**src/rtl/io_uart.sv**
```systemverilog
// Memory-mapped 8N1 UART responder for the non-cacheable IO bus.
// STATUS at +0, RX_DATA at +4 (read pops), TX_DATA at +8 (write pushes).

// Byte FIFO with an extra count bit so that full and empty are distinct.
module io_uart_fifo #(
    parameter int DEPTH = 8
) (
    input  logic       clk,
    input  logic       reset,
    input  logic       push_i,
    input  logic       pop_i,
    input  logic [7:0] wdata_i,
    output logic [7:0] rdata_o,
    output logic       full_o,
    output logic       empty_o
);
    localparam int AW = $clog2(DEPTH);
    localparam int CW = AW + 1;

    logic [7:0]    mem_q [DEPTH];
    logic [AW-1:0] wr_q, rd_q;
    logic [CW-1:0] cnt_q;

    assign rdata_o = mem_q[rd_q];
    assign full_o  = (cnt_q == CW'(DEPTH));
    assign empty_o = (cnt_q == '0);

    // Storage array; contents are don't-care until written, so no reset.
    always_ff @(posedge clk) begin
        if (push_i) mem_q[wr_q] <= wdata_i;
    end

    // Pointers wrap naturally because DEPTH is a power of two.
    always_ff @(posedge clk) begin
        if (reset) begin
            wr_q  <= '0;
            rd_q  <= '0;
            cnt_q <= '0;
        end else begin
            if (push_i) wr_q <= wr_q + AW'(1);
            if (pop_i)  rd_q <= rd_q + AW'(1);
            if (push_i && !pop_i)      cnt_q <= cnt_q + CW'(1);
            else if (!push_i && pop_i) cnt_q <= cnt_q - CW'(1);
        end
    end
endmodule

module io_uart #(
    parameter logic [31:0] BASE_ADDRESS = 32'hFFFF0018,
    parameter int          BAUD_DIVIDE  = 16,
    parameter int          FIFO_DEPTH   = 8
) (
    input  logic        clk,
    input  logic        reset,
    input  logic        io_write_en,
    input  logic        io_read_en,
    input  logic [31:0] io_address,
    input  logic [31:0] io_write_data,
    output logic [31:0] io_read_data,
    output logic        uart_tx,
    input  logic        uart_rx
);
    localparam int BW = $clog2(BAUD_DIVIDE);
    localparam logic [BW-1:0] FULL_BIT = BW'(BAUD_DIVIDE - 1);
    localparam logic [BW-1:0] HALF_BIT = BW'(BAUD_DIVIDE / 2 - 1);

    typedef enum logic [1:0] {S_IDLE, S_START, S_DATA, S_STOP} state_e;

    logic sel_status, sel_rx, sel_tx;
    assign sel_status = (io_address == BASE_ADDRESS);
    assign sel_rx     = (io_address == BASE_ADDRESS + 32'd4);
    assign sel_tx     = (io_address == BASE_ADDRESS + 32'd8);

    logic unused_wdata;
    assign unused_wdata = ^io_write_data[31:8];

    // ---------------- FIFOs ----------------
    logic       tx_push, tx_pop, tx_full, tx_empty;
    logic       rx_push, rx_pop, rx_full, rx_empty, rx_frame_ok;
    logic [7:0] tx_rdata, rx_rdata;

    // A full FIFO still accepts a push when it is being popped in the same cycle.
    assign tx_push = io_write_en && sel_tx && (!tx_full || tx_pop);
    assign rx_pop  = io_read_en && sel_rx && !rx_empty;
    assign rx_push = rx_frame_ok && (!rx_full || rx_pop);

    io_uart_fifo #(.DEPTH(FIFO_DEPTH)) u_tx_fifo (
        .clk(clk), .reset(reset), .push_i(tx_push), .pop_i(tx_pop),
        .wdata_i(io_write_data[7:0]), .rdata_o(tx_rdata),
        .full_o(tx_full), .empty_o(tx_empty)
    );

    // ---------------- TX path ----------------
    state_e        tx_state_q, tx_state_d;
    logic [BW-1:0] tx_baud_q, tx_baud_d;
    logic [2:0]    tx_bit_q, tx_bit_d;
    logic [7:0]    tx_shift_q, tx_shift_d;
    logic          tx_q, tx_d;

    // TX state register; uart_tx is registered so reset forces the line high.
    always_ff @(posedge clk) begin
        if (reset) begin
            tx_state_q <= S_IDLE;
            tx_baud_q  <= '0;
            tx_bit_q   <= '0;
            tx_shift_q <= '0;
            tx_q       <= 1'b1;
        end else begin
            tx_state_q <= tx_state_d;
            tx_baud_q  <= tx_baud_d;
            tx_bit_q   <= tx_bit_d;
            tx_shift_q <= tx_shift_d;
            tx_q       <= tx_d;
        end
    end

    // TX next state: each bit held for one baud period; STOP chains into the next frame.
    always_comb begin
        tx_state_d = tx_state_q;
        tx_baud_d  = tx_baud_q;
        tx_bit_d   = tx_bit_q;
        tx_shift_d = tx_shift_q;
        tx_d       = tx_q;
        tx_pop     = 1'b0;
        if (tx_state_q != S_IDLE && tx_baud_q != '0) begin
            tx_baud_d = tx_baud_q - BW'(1);
        end else begin
            case (tx_state_q)
                S_START: begin
                    tx_state_d = S_DATA;
                    tx_baud_d  = FULL_BIT;
                    tx_bit_d   = 3'd0;
                    tx_d       = tx_shift_q[0];
                end
                S_DATA: begin
                    tx_baud_d = FULL_BIT;
                    if (tx_bit_q == 3'd7) begin
                        tx_state_d = S_STOP;
                        tx_d       = 1'b1;
                    end else begin
                        tx_bit_d   = tx_bit_q + 3'd1;
                        tx_shift_d = {1'b0, tx_shift_q[7:1]};
                        tx_d       = tx_shift_q[1];
                    end
                end
                default: begin
                    if (!tx_empty) begin
                        tx_pop     = 1'b1;
                        tx_shift_d = tx_rdata;
                        tx_state_d = S_START;
                        tx_baud_d  = FULL_BIT;
                        tx_d       = 1'b0;
                    end else begin
                        tx_state_d = S_IDLE;
                    end
                end
            endcase
        end
    end

    assign uart_tx = tx_q;

    // ---------------- RX path ----------------
    logic          rx_s1_q, rx_s2_q, rx_prev_q;
    state_e        rx_state_q, rx_state_d;
    logic [BW-1:0] rx_baud_q, rx_baud_d;
    logic [2:0]    rx_bit_q, rx_bit_d;
    logic [7:0]    rx_shift_q, rx_shift_d;
    logic          ferr_set, ovr_set;

    io_uart_fifo #(.DEPTH(FIFO_DEPTH)) u_rx_fifo (
        .clk(clk), .reset(reset), .push_i(rx_push), .pop_i(rx_pop),
        .wdata_i(rx_shift_q), .rdata_o(rx_rdata),
        .full_o(rx_full), .empty_o(rx_empty)
    );

    // Two-flop synchronizer plus a delayed copy for falling-edge detection.
    always_ff @(posedge clk) begin
        if (reset) begin
            rx_s1_q    <= 1'b1;
            rx_s2_q    <= 1'b1;
            rx_prev_q  <= 1'b1;
            rx_state_q <= S_IDLE;
            rx_baud_q  <= '0;
            rx_bit_q   <= '0;
            rx_shift_q <= '0;
        end else begin
            rx_s1_q    <= uart_rx;
            rx_s2_q    <= rx_s1_q;
            rx_prev_q  <= rx_s2_q;
            rx_state_q <= rx_state_d;
            rx_baud_q  <= rx_baud_d;
            rx_bit_q   <= rx_bit_d;
            rx_shift_q <= rx_shift_d;
        end
    end

    // RX next state: half a bit to mid start, then one full bit per sample.
    always_comb begin
        rx_state_d  = rx_state_q;
        rx_baud_d   = rx_baud_q;
        rx_bit_d    = rx_bit_q;
        rx_shift_d  = rx_shift_q;
        rx_frame_ok = 1'b0;
        ferr_set    = 1'b0;
        if (rx_state_q == S_IDLE) begin
            if (rx_prev_q && !rx_s2_q) begin
                rx_state_d = S_START;
                rx_baud_d  = HALF_BIT;
            end
        end else if (rx_baud_q != '0) begin
            rx_baud_d = rx_baud_q - BW'(1);
        end else begin
            rx_baud_d = FULL_BIT;
            case (rx_state_q)
                S_START: begin
                    rx_state_d = rx_s2_q ? S_IDLE : S_DATA;
                    rx_bit_d   = 3'd0;
                end
                S_DATA: begin
                    rx_shift_d = {rx_s2_q, rx_shift_q[7:1]};
                    rx_bit_d   = rx_bit_q + 3'd1;
                    if (rx_bit_q == 3'd7) rx_state_d = S_STOP;
                end
                default: begin
                    rx_state_d  = S_IDLE;
                    rx_frame_ok = rx_s2_q;
                    ferr_set    = !rx_s2_q;
                end
            endcase
        end
    end

    assign ovr_set = rx_frame_ok && rx_full && !rx_pop;

    // ---------------- Status and read port ----------------
    logic        ovr_q, ferr_q;
    logic [31:0] rdata_q;

    // Sticky error bits; a STATUS read clears them unless a new event lands that cycle.
    always_ff @(posedge clk) begin
        if (reset) begin
            ovr_q  <= 1'b0;
            ferr_q <= 1'b0;
        end else if (io_read_en && sel_status) begin
            ovr_q  <= ovr_set;
            ferr_q <= ferr_set;
        end else begin
            ovr_q  <= ovr_q | ovr_set;
            ferr_q <= ferr_q | ferr_set;
        end
    end

    // Registered read data; unmapped reads return 0 so responders can be OR-ed.
    always_ff @(posedge clk) begin
        if (reset) begin
            rdata_q <= '0;
        end else if (io_read_en) begin
            if (sel_status)
                rdata_q <= {28'b0, ferr_q, ovr_q, !rx_empty, !tx_full};
            else if (sel_rx && !rx_empty)
                rdata_q <= {24'b0, rx_rdata};
            else
                rdata_q <= '0;
        end
    end

    assign io_read_data = rdata_q;
endmodule

```
**config.mk**
```make
export PLATFORM = sky130hd
export DESIGN_NAME = io_uart
export DESIGN_NICKNAME = d
export VERILOG_FILES = /design/src/rtl/io_uart.sv
export SDC_FILE = /design/constraint.sdc
export NUM_CORES = 1
export LEC_CHECK = 0
export ABC_CLOCK_PERIOD_IN_PS = 6070
export CAP_MARGIN = 20
export CELL_PAD_IN_SITES_DETAIL_PLACEMENT = 0
export CELL_PAD_IN_SITES_GLOBAL_PLACEMENT = 2
export CORE_MARGIN = 5
export CORE_UTILIZATION = 43
export CTS_CLUSTER_DIAMETER = 60
export DETAILED_ROUTE_END_ITERATION = 16
export PLACE_DENSITY_LB_ADDON = 0.1
export SKIP_CTS_REPAIR_TIMING = 1
export SYNTH_ARGS = -nofsm -noshare
export SYNTH_HDL_FRONTEND = slang
export SYNTH_HIERARCHICAL = 1
export SYNTH_SLANG_ARGS = --single-unit
export TNS_END_PERCENT = 10
```
**constraint.sdc**
```tcl
create_clock -name clk -period 6.07 [get_ports clk]
set_clock_uncertainty 0.05 [all_clocks]
set_input_delay 0.607 -clock clk [delete_from_list [all_inputs] [get_ports clk]]
set_output_delay 0.607 -clock clk [all_outputs]
set_load 0.05 [all_outputs]
```
Word-level counts from Yosys, hierarchy flattened
Memories as Yosys holds them, arrays and structs flattened. A register that Yosys moved wholly into a read port is not among the register bits.
Cells that the tools add are included.
{ "word_totals": {"input_bits": 69, "ram_bits": 128, "reg_bits": 92, "out_inout_bits": 33, "wordCells": 153, "n_memories": 2} }
{ "mem_list": {"columns": ["name", "words", "width", "rd", "rd_ports_with_merged_regs", "wr", "line_no", "text"], "rows": [
  ["u_rx_fifo.mem_q", 8, 8, 1, 1, 1, "20", "logic [7:0] mem_q [DEPTH];"],
  ["u_tx_fifo.mem_q", 8, 8, 1, 1, 1, "20", null]
]} }
{ "classes": {"muxes": 49, "n_reduce_logical": 44, "add_sub_neg": 12, "bitwise": 6, "eq_ne": 19} }
{ "ops": {"columns": ["operator", "count"], "rows": [
  ["32-bit == test, second input constant", 3],
  ["4-bit two-way mux", 10],
  ["8-bit two-way mux", 4],
  ["3-bit by 1-bit adder with 3-bit output, second input constant", 6],
  ["1-bit two-way mux", 18],
  ["8-bit one-hot mux with 2 select lines", 1],
  ["4-bit by 1-bit subtractor with 4-bit output, second input constant", 4],
  ["1-bit logical AND", 15],
  ["3-bit two-way mux", 5],
  ["2-bit two-way mux", 6],
  ["3-bit one-hot mux with 2 select lines", 2],
  ["3-bit AND reduction", 4],
  ["2-bit nonzero test", 5],
  ["4-bit by 1-bit adder with 4-bit output, second input constant", 2],
  ["4-bit == test, second input constant", 2],
  ["1-bit logical NOT", 8],
  ["4-bit logical NOT", 2],
  ["2-bit one-hot mux with 2 select lines", 2],
  ["4-bit nonzero test", 2],
  ["3-bit == test, second input constant", 2],
  ["2-bit inequality test, second input constant", 3],
  ["2-bit by 1-bit == test with 1-bit output, second input constant", 2],
  ["2-bit == test, second input constant", 2],
  ["2-bit by 1-bit inequality test with 1-bit output, second input constant", 2],
  ["other kinds (11)", 18]
]} }

Logic depth before layout (Yosys ltp)
{ "depth": {"ltp_word": 10, "ltp_mapped": 13, "ltp_nobuf": 13} }

Hierarchy
Netlist, hierarchy kept.
{ "modules_own_cells": {"columns": ["mod", "cells_each", "n_inst", "area_each_um2", "seq_area_each_um2"], "rows": [
  ["io_uart_fifo", 162, 2, 3089.2, 2182.1],
  ["io_uart", 292, 1, 2603.7, 960.9]
]} }

Worst setup path after synthesis
No wires, ideal clock.
{ "synth_timing": {"kind": "input-to-reg", "from": "in io_address[1]", "to": "reg u_rx_fifo.cnt_q[3]", "setup_ns": 0.121, "stages": 11, "path_buffers": 0, "arrival_time_ns": 3.632, "setup_slack_ns": 2.268, "t_required_ns": 5.899, "cell_sequence": "or4_4 or3_4 o41ai_2 nor2b_1 ha_1 inv_1 ha_1 a21oi_1 a211oi_1 a31oi_1 mux2_2"} }
{ "synth_via": {"elab_chain_len": 8, "word_cells_on_any_way": 11, "classes_between": "1 x eq/ne; 1 x mux; 9 x reduce/logical"} }
{ "synth_rtl": {"columns": ["element", "line_no", "text"], "rows": [
  ["start, declared", "57", "input logic [31:0] io_address,"],
  ["32-bit == test (*)", "71", "assign sel_rx = (io_address == BASE_ADDRESS + 32'd4);"],
  ["1-bit logical AND (*) (2 in series)", "84", "assign rx_pop = io_read_en && sel_rx && !rx_empty;"],
  ["1-bit logical OR (*)", "85", "assign rx_push = rx_frame_ok && (!rx_full || rx_pop);"],
  ["1-bit logical AND (*)", "85", null],
  ["via rx_push", "79", "logic rx_push, rx_pop, rx_full, rx_empty, rx_frame_ok;"],
  ["1-bit logical NOT", "43", "else if (!push_i && pop_i) cnt_q <= cnt_q - CW'(1);"],
  ["1-bit logical AND", "43", null],
  ["2-bit nonzero test (no line)", null, null],
  ["end signal, assigned", "42", "if (push_i && !pop_i) cnt_q <= cnt_q + CW'(1);"],
  ["end signal, assigned", "43", null],
  ["end, declared", "22", "logic [CW-1:0] cnt_q;"]
]} }
The timed path passes the listed nets; every way through them passes the cells marked *.
A chain may end at the register's enable or synchronous reset.

Final worst setup path
Same ends and word-level chain as after synthesis.

==> impl_table.tex <==
\begin{tabular}{lr}
\hline
Metric & Value \\
\hline
\multicolumn{2}{l}{\textbf{Timing}} \\
Hold Fails Final Rpt & 0 \\
RSZ-0062 raised after global routing & no \\
Worst Tran Pin Value & slightly below 1000 ps \\
Highest achievable clock rate & 0.244 GHz \\
Post-route clock period utilization & 0.674 \\
Headroom to the max-slew limit & 0.350 \\
Worst-case setup margin in the final layout & 1980 ps \\
Final-report setup violation count & 0 \\
Max Slew Vio Count & 0 \\
Worst hold slack & between 300 and 400 ps \\
Post-route minimum period & about 4000 ps \\
Accumulated negative setup slack & 0 ps \\
\multicolumn{2}{l}{\textbf{Routing}} \\
Average wire per cell in the routed design & 17.8 um \\
Antenna-violating nets left & 0 \\
DRC errors left & 0 \\
Via-per-instance ratio & $\sim$5.2 \\
Vias & between 5000 and 6000 \\
Violation count after the first detailed-route iteration & between 200 and 300 \\
Detailed-route wire length & roughly 17000 um \\
Count of TritonRoute iterations in the first routing pass & 4 \\
\multicolumn{2}{l}{\textbf{Outcome}} \\
Result of the run & finished, final reports clean \\
\multicolumn{2}{l}{\textbf{Floorplanning}} \\
DIE AREA & 0.0234 mm2 \\
Num ports & 102 \\
Number of standard-cell rows in the floorplan & 52 \\
Initial core utilization & 0.435 \\
Placeable Area & 0.0202 mm2 \\
Chip Height & 153 um \\
Chip width & about 150 um \\
\multicolumn{2}{l}{\textbf{Synthesis}} \\
Share of Yosys cell area claimed by the top area cell type & 0.438 \\
Count of cell types in the netlist & 67 \\
Count of flip-flops with a built-in enable after synthesis & 128 \\
Commonest cells post-synth & 128 x edfxtp\_1, 74 x dfxtp\_1, 57 x nor2\_1, 30 x mux4\_1, 30 x nand2\_1 \\
Gate Count Post-Synth & 616 \\
Average instance area after synthesis & 14.3 um2 \\
Yosys reg bits & 202 \\
Leading cell types by total area after synthesis & edfxtp\_1 44\%, dfxtp\_1 17\%, mux4\_1 9.0\% \\
Most frequently used cell type in the post-synthesis netlist & edfxtp\_1 \\
Share of flip-flops with an asynchronous set or reset & 0 \\
Post-synthesis sequential area ratio & 0.606 \\
Synthesized area & 0.00878 mm2 \\
Cell taking the most area after synthesis & edfxtp\_1 \\
Most common flop cell mapped by yosys & edfxtp\_1 \\
Syn. warnings & 6 \\
\multicolumn{2}{l}{\textbf{Global routing}} \\
Overflow after GRT & 0 \\
GR met2 Demand/Resource & 0.264 \\
Total track usage & 0.144 \\
Antenna violations before repair & 0 \\
Number of global-route vias before repair & between 5000 and 6000 \\
Largest net degree at the start of global routing & 70 \\
Most used routing layer & met2 \\
Wire length of the first global-routing pass & about 27000 um \\
Met3 Track Usage GR & 0.0243 \\
Global routing met1 resource utilization & 0.176 \\
\multicolumn{2}{l}{\textbf{Power and ir drop}} \\
Switching share of power & 0.271 \\
Power dissipated by switching net loads & 1.01 mW \\
Total Power Consumption & 3.72 mW \\
Power Density & 364 mW/mm2 \\
Clock share of power & 0.360 \\
Peak supply drop & 254 uV \\
Part of the power in combinational logic & 0.202 \\
Leakage & $\sim$3.5 nW \\
Internal power & 2.71 mW \\
Sequential cell fraction of total power & 0.438 \\
\multicolumn{2}{l}{\textbf{Placed design}} \\
Routability cong. & between 0.7 and 0.8 \\
Pre-CTS worst setup slack & 1480 ps \\
Half-perimeter wire length of the detailed placement result & 11500 um \\
Number of cells after detailed placement & 919 \\
Port Buf Inserts & 53 \\
Cell Area, Placed & $\sim$0.0095 mm2 \\
\multicolumn{2}{l}{\textbf{Clock network}} \\
Clock Sink Count & 202 \\
Register clock-pin slew on the reported worst setup and hold paths & 60 ps \\
Cell chosen for the clock root & clkbuf\_16 \\
H-tree levels & 1 \\
Clock insertion delay at the later pin of the skew report & 490 ps \\
Clock tree from TritonCTS & done \\
Number of buffers created by CTS & 22 \\
Buffer levels on the longest clock path & 3 \\
\multicolumn{2}{l}{\textbf{Min path}} \\
Hold Crit Class & flop to flop \\
Critical hold path startpoint & rx\_s1\_q\$\_SDFF\_PP1\_ \\
Hold Path Stages & 1 \\
\multicolumn{2}{l}{\textbf{Run}} \\
Maxcap violations & 0 \\
\multicolumn{2}{l}{\textbf{Worst setup path}} \\
CP Data Required Time & 6390 ps \\
Worst reg-to-reg path cell count & 14 \\
Launch point of the critical path & io\_address[1] \\
Critical path type & primary input to flop \\
Crit-path max FO & 6 \\
Crit Reg-Reg Startpoint & tx\_baud\_q[0]\$\_SDFFE\_PP0P\_ \\
Critical path launch point type & primary input \\
Arrival time worst endpoint & 4410 ps \\
Critical path endpoint category & flop \\
\multicolumn{2}{l}{\textbf{Finish}} \\
N\_diodes & 0 \\
Total of fill cells in the finished design & 1745 \\
Post-layout instance area & 0.0102 mm2 \\
Area overhead of the layout relative to synthesis & 16.2\% \\
Nets@finish & about 770 \\
Final std cells w/o fill & between 900 and 1000 \\
Proportion of layout cells with a drive suffix above 1 & 0.112 \\
Finished Core Util & 0.506 \\
\hline
\end{tabular}
cells in the final DEF, fill, tap and decap left out, types with 6 or more instances in the layout:
cell               n
a211oi_1          11
a21oi_1           25
clkbuf_1           8
clkbuf_16         23
clkdlybuf4s50_1   52
conb_1            24
dfxtp_1           74
edfxtp_1         128
ha_1              23
inv_1             16
mux2_2            18
mux2i_1           15
mux4_1            30
nand2_1           30
nand2b_1          13
nand3_1           11
nand4_1            6
nor2_1            57
nor2b_1            7
nor3_1            10
o21ai_0            6
xnor2_1            6
xor2_1             7
critical path, stage by stage:
cell	delay (ps)
clkdlybuf4s50_1	400
or4_4	540
or3_4	440
o41ai_2	370
nor2b_1	520
ha_1	260
inv_1	100
ha_1	330
a21oi_1	210
a211oi_1	100
a31oi_1	180
mux2_2	350
cell families after synthesis:
group                      share of synthesized area
adders and majority gates                     0.0373
buffers and inverters                         0.0436
AOI/OAI and AO/OA                             0.0606
xor gates and xnor gates                      0.0130
and+or+nand+nor                                0.104
other                                       0.000427
muxes                                          0.135
DFF                                            0.606
routing by layer:
metal | share of wire | wire length, um | vias up
met5 | 0 | 0 | -
met4 | 0.021 | 359 | 0
met3 | 0.035 | 605 | 31
met2 | 0.52 | 8950 | 87
met1 | 0.42 | 7160 | 2481
li1 | - | - | 2434
state kept, by name, summed over array words and instances (netlist names), 3 cells and up, named ones only:
register / count
u_rx_fifo/rd_q: 3
tx_bit_q: 3
tx_baud_q: 4
u_rx_fifo/wr_q: 3
tx_shift_q: 8
u_rx_fifo/mem_q: 64
rx_bit_q: 3
rx_shift_q: 8
io_read_data: 8
u_tx_fifo/cnt_q: 4
rx_baud_q: 4
u_tx_fifo/mem_q: 64
u_rx_fifo/cnt_q: 4
u_tx_fifo/rd_q: 3
u_tx_fifo/wr_q: 3
path summary, 6_finish.rpt:
| path | to | slack, ps |
|---|---|---|
| worst max-delay path | u_rx_fifo/cnt_q[3]$_SDFFE_PP0P_ | 1980 |
| worst min-delay path | rx_s2_q$_SDFF_PP1_ | 370 |
| worst max register to register | u_tx_fifo/cnt_q[3]$_SDFFE_PP0P_ | 2380 |
| worst min register to register | rx_s2_q$_SDFF_PP1_ | 370 |
cell type report:
type / instances / area (um2) / share of cell area
Clock buffer: 32 / 619 / 0.0607
Clock inverter: 8 / 115 / 0.0113
Inverter: 16 / 60.1 / 0.00589
Multi-Input combinational cell: 373 / 3180 / 0.312
Sequential cell: 202 / 5330 / 0.522
Tap cell: 270 / 338 / 0.0331
Timing Repair Buffer: 58 / 563 / 0.0552
power by group through the flow:
stage / sequential, mW / clock, mW / combinational, mW
after floorplan: 1.62 / 0 / 0.605
after global placement: 1.65 / 0 / 0.735
after detailed placement: 1.66 / 0 / 0.752
after CTS: 1.63 / 1.38 / 0.757
after global routing: 1.65 / 1.44 / 0.831
final: 1.63 / 1.34 / 0.751
(Power assumes the default switching activity.)
